**src/rtl/dm_pkg.sv**
```systemverilog
// Shared types for the debug-module hart run-control slice.
// Optional request timeout is enabled with DM_HALT_TIMEOUT_EN.
package dm_pkg;

    typedef enum logic [1:0] {
        RUNNING,
        HALTING,
        HALTED,
        RESUMING
    } dm_hart_state_e;

    localparam int DM_TIMEOUT_DEFAULT = 1024;

endpackage

```
**src/rtl/dm_req_timer.sv**
```systemverilog
// Saturating outstanding-request counter for hart run control.
// Used by dm_hart_ctl only when DM_HALT_TIMEOUT_EN is defined.
module dm_req_timer
    import dm_pkg::*;
#(
    parameter int TIMEOUT_CYCLES = DM_TIMEOUT_DEFAULT
) (
    input  logic clk,
    input  logic rst,
    input  logic clear,
    input  logic run,
    output logic expired
);

    localparam int W = $clog2(TIMEOUT_CYCLES + 1);
    localparam logic [W-1:0] LIMIT = W'(TIMEOUT_CYCLES);

    logic [W-1:0] cnt;

    always_ff @(posedge clk) begin
        if (rst || clear) begin
            cnt <= '0;
        end else if (run && cnt != LIMIT) begin
            cnt <= cnt + 1'b1;
        end
    end

    assign expired = (cnt == LIMIT);

endmodule

```
**src/rtl/dm_hart_ctl.sv**
```systemverilog
// Debug-module side of the hart halt/resume handshake.
// Request timeout flag is built only with DM_HALT_TIMEOUT_EN.
module dm_hart_ctl
    import dm_pkg::*;
#(
    parameter int TIMEOUT_CYCLES = DM_TIMEOUT_DEFAULT
) (
    input  logic clk,
    input  logic rst,
    input  logic dmactive,
    input  logic haltreq,
    input  logic resumereq,
    input  logic hart_halted,
    output logic halt_req,
    output logic resume_req,
    output logic st_halted,
    output logic st_running,
    output logic st_resumeack,
    output logic st_timeout
);

    if (TIMEOUT_CYCLES < 2) begin : g_bad_param
        $error("TIMEOUT_CYCLES must be at least 2");
    end

    // A cleared dmactive is indistinguishable from reset.
    logic sync_rst;
    assign sync_rst = rst | ~dmactive;

    dm_hart_state_e state_q;
    dm_hart_state_e state_d;

    always_comb begin
        state_d = state_q;
        unique case (state_q)
            RUNNING: begin
                if (hart_halted)
                    state_d = HALTED;
                else if (haltreq)
                    state_d = HALTING;
            end
            HALTING: begin
                if (hart_halted)
                    state_d = HALTED;
                else if (!haltreq)
                    state_d = RUNNING;
            end
            HALTED: begin
                if (resumereq && !haltreq)
                    state_d = RESUMING;
                else if (!hart_halted)
                    state_d = RUNNING;
            end
            RESUMING: begin
                if (!hart_halted)
                    state_d = RUNNING;
            end
            default: state_d = RUNNING;
        endcase
    end

    // Outputs decode the next state so they line up with state_q.
    always_ff @(posedge clk) begin
        if (sync_rst) begin
            state_q      <= RUNNING;
            halt_req     <= 1'b0;
            resume_req   <= 1'b0;
            st_halted    <= 1'b0;
            st_running   <= 1'b1;
            st_resumeack <= 1'b0;
        end else begin
            state_q    <= state_d;
            halt_req   <= (state_d == HALTING);
            resume_req <= (state_d == RESUMING);
            st_halted  <= (state_d == HALTED)
                       || (state_d == RESUMING);
            st_running <= (state_d == RUNNING)
                       || (state_d == HALTING);
            if (state_q == HALTED && state_d == RESUMING)
                st_resumeack <= 1'b0;
            else if (state_q == RESUMING && state_d == RUNNING)
                st_resumeack <= 1'b1;
        end
    end

`ifdef DM_HALT_TIMEOUT_EN
    logic req_active;
    logic req_entry;
    logic state_chg;
    logic expired;

    assign req_active = (state_q == HALTING)
                     || (state_q == RESUMING);
    assign state_chg  = (state_d != state_q);
    assign req_entry  = state_chg
                     && ((state_d == HALTING)
                      || (state_d == RESUMING));

    dm_req_timer #(
        .TIMEOUT_CYCLES(TIMEOUT_CYCLES)
    ) u_timer (
        .clk    (clk),
        .rst    (sync_rst),
        .clear  (state_chg),
        .run    (req_active),
        .expired(expired)
    );

    always_ff @(posedge clk) begin
        if (sync_rst || req_entry)
            st_timeout <= 1'b0;
        else if (expired && req_active)
            st_timeout <= 1'b1;
    end
`else
    assign st_timeout = 1'b0;
`endif

endmodule

```
**config.mk**
```make
export PLATFORM = sky130hd
export DESIGN_NAME = dm_hart_ctl
export DESIGN_NICKNAME = d
export VERILOG_FILES = /design/src/rtl/dm_pkg.sv /design/src/rtl/dm_req_timer.sv /design/src/rtl/dm_hart_ctl.sv
export SDC_FILE = /design/constraint.sdc
export NUM_CORES = 1
export LEC_CHECK = 0
export ABC_CLOCK_PERIOD_IN_PS = 1050
export BUFFER_PORTS_ARGS = -buffer_cell sky130_fd_sc_hd__buf_2
export CORE_AREA = 8 8 45 47
export DETAILED_ROUTE_END_ITERATION = 8
export DIE_AREA = 0 0 53 55
export PLACE_DENSITY_LB_ADDON = 0.08
export SETUP_SLACK_MARGIN = 0.1
export SYNTH_ARGS = -nofsm -noshare
export SYNTH_HDL_FRONTEND = slang
export SYNTH_SLANG_ARGS = --single-unit
```
**constraint.sdc**
```tcl
create_clock -name clk -period 1.05 [get_ports clk]
set_input_delay 0.21 -clock clk [delete_from_list [all_inputs] [get_ports clk]]
set_output_delay 0.21 -clock clk [all_outputs]
set_load 0.005 [all_outputs]
```
==> flow_metrics.py <==
metrics = {
    "route": {
        "vias": 205,
        "drcViolationCount": 0,
        "avgViaCountPerCell": 3.60,
        "drtPass1Iterations": 1,
        "avgRoutedWirePerCell_um": 9.77,
        "wirelength_um": 557,
        "ant_nets": 0,
        "drtIter0Drc": 0,
    },
    "synthesis": {
        "synth_cell_type_count": 13,
        "synthFlopType": "dfxtp_1",
        "ys_async_sr_fraction_pct": 0,
        "synth-edff-count": 0,
        "synthMostInstantiatedCell": "dfxtp_1",
        "ys_top_cells_by_area": "dfxtp_1, nor2_1, and4bb_1, a21oi_1, buf_4",
        "syn-num-nets": 32,
        "netlist_area_um2": 241,
        "synth-seq-cells": 7,
        "yosys_warnings": 0,
        "synth.largest_area_cell": "dfxtp_1",
        "synthCells": 26,
        "synthTopCellsByCount": "dfxtp_1, nor2_1, a21oi_1, nand2_1",
        "yosysTopAreaCellShare_pct": 58.0,
        "synth_area_per_cell_um2": 9.29,
        "ys_seq_area_share_pct": 58.0,
    },
    "critical_path": {
        "worstPathMaxFanout": 3,
        "endpoint_kind": "flop",
        "cp.required_ns": 1.18,
        "critPathLaunchType": "flop",
        "crit_arrival_ns": 1.14,
        "crit_type": "reg2reg",
    },
    "sta": {
        "rsz0062_at_grt": "true",
        "fin_skew_ns": 0.00180,
        "finalSetupViolCount": 0,
        "final-max-slew-violation-count": 0,
        "fin_crit_sh_pct": 96.2,
        "fmax_ghz": 0.990,
        "finalWorstPathRequiredPeriod_ns": 1.01,
        "finalHoldViolCount": 0,
    },
    "global_route": {
        "antenna_found_initial": 0,
        "grt_max_degree": 6,
        "grt.overflow.total": 0,
        "grt_pass1_wl_um": 814,
        "track_usage_pct": 4.16,
        "grt_pass1_vias": 207,
    },
    "layout": {
        "area_growth_syn_to_layout_pct": 48.2,
        "n_antenna_cell": 0,
        "instances_no_fill": 57,
        "postLayoutCellArea_um2": 358,
        "final_nets": 48,
        "drive_gt1_share_pct": 48.8,
        "n_fill_cell": 155,
    },
    "floorplanning": {
        "row_count": 14,
        "core_mm2": 0.00138,
        "start_util_pct": 17.5,
        "io_pins": 12,
        "die_height_um": 55,
        "die_area_mm2": 0.00292,
        "chipWidth_um": 53,
    },
    "placement": {
        "dpl-instance-area_um2": 312,
        "portBuffers": 10,
        "placed_cells": 52,
        "place.gp.congestion": 0.649,
        "dp_hpwl_um": 443,
    },
    "clocking": {
        "hold_buffers": 0,
        "clock_latency_ns": 0.24,
        "clkSinkCount": 7,
        "clockRootBuffer": "clkbuf_4",
        "clk_path_buf_depth": 2,
        "clk_pin_slew_ns": 0.05,
        "h-tree-depth": 1,
        "cts_tree": "done",
        "cts_buffers": 3,
    },
    "job": {
        "cap_violations": 0,
    },
    "outcome": {
        "status": "completed",
    },
    "worst_hold_path": {
        "hold_class": "in2reg",
    },
    "power_and_ir_drop": {
        "p_per_area_mw_per_mm2": 1550,
        "ir_worst_vdd_mv": 0.618,
        "power.leakage_nw": 0.159,
    },
}
## state kept, by name (all words and copies together) (netlist names)
register,count
st_running,1
state_q,2
st_halted,1
resume_req,1
st_resumeack,1
halt_req,1
## report_power, final
part           internal, mW  switching [mW]  total (mW)
sequential            0.274         0.00395       0.278
clock                 0.144          0.0892       0.234
combinational        0.0227          0.0194      0.0421
total                 0.441           0.113       0.554
## cells in the final DEF (no fill, tap or decap)
master    Yosys  layout
or2_1         1       1
buf_2         0      10
nor2b_1       1       1
nand2_1       2       2
dfxtp_1       7       4
conb_1        1       1
nor2_1        6       5
buf_4         1       2
nand3b_1      1       1
dfxtp_2       0       3
clkbuf_4      0       3
a31oi_2       0       1
nor2_2        0       1
a21oi_1       2       2
clkbuf_1      0       1
nand2b_1      1       1
o21ai_0       1       1
and4bb_1      1       1
## final cells by class
type	count	area [um^2]	share of cell area, %
Multi-Input combinational cell	18	103	28.7
Timing Repair Buffer	12	65.1	18.2
Clock buffer	4	26.3	7.34
Sequential cell	7	144	40.2
Tap cell	16	20.0	5.59
## layer usage
metal  vias up  share of wire [%]  track usage [%]
met5         -                  0                0
li1        114                  -                -
met2         9                 39             4.88
met4         0                  0             5.17
met3         0                 13             3.21
met1        82                 48             4.12
## logic make-up after synthesis
group | Yosys count | synth area share [%]
other | 1 | 1.55
DFF | 7 | 58.0
AOI/OAI and AO/OA | 4 | 8.81
and+or+nand+nor | 13 | 28.5
buffers and inverters | 1 | 3.11
## path summary, 6_finish.rpt
path,start,end,slack [ns],depth (start not counted)
setup / recovery,state_q[0]$_SDFF_PP0_,st_running$_SDFF_PP1_,0.04,3
hold / removal,haltreq,halt_req$_SDFF_PP0_,0.23,3
setup reg to reg,state_q[0]$_SDFF_PP0_,st_running$_SDFF_PP1_,0.04,3
hold reg to reg,st_resumeack$_SDFFE_PP0P_,st_resumeack$_SDFFE_PP0P_,0.46,2
## through the flow
step	utilization [%]	setup TNS [ns]	hold slack, ns	worst slack, ns	power [mW]
after global placement	22.5	0	0.465	0.0666	0.319
after CTS	24.5	0	0.220	0.0868	0.562
after detailed placement	22.5	0	0.471	0.0630	0.320
after floorplan	-	0	0.347	0.130	0.300
final	25.9	0	0.229	0.0399	0.554
after global routing	25.9	-0.00234	0.246	-0.00234	0.590
## worst max-delay path: stages, from the launching register on
cell and delay (ns):
dfxtp_2 0.32, and4bb_1 0.32, nor2_2 0.06, or2_1 0.20
## timing repair
action / in CTS / in global routing
cloned: 0 / 0
pin swaps: 0 / 1
buffers inserted: 0 / 1
gates resized for setup: 1 / 4
endpoints found under the setup margin: 2 / 4
(Power assumes the default switching activity.)
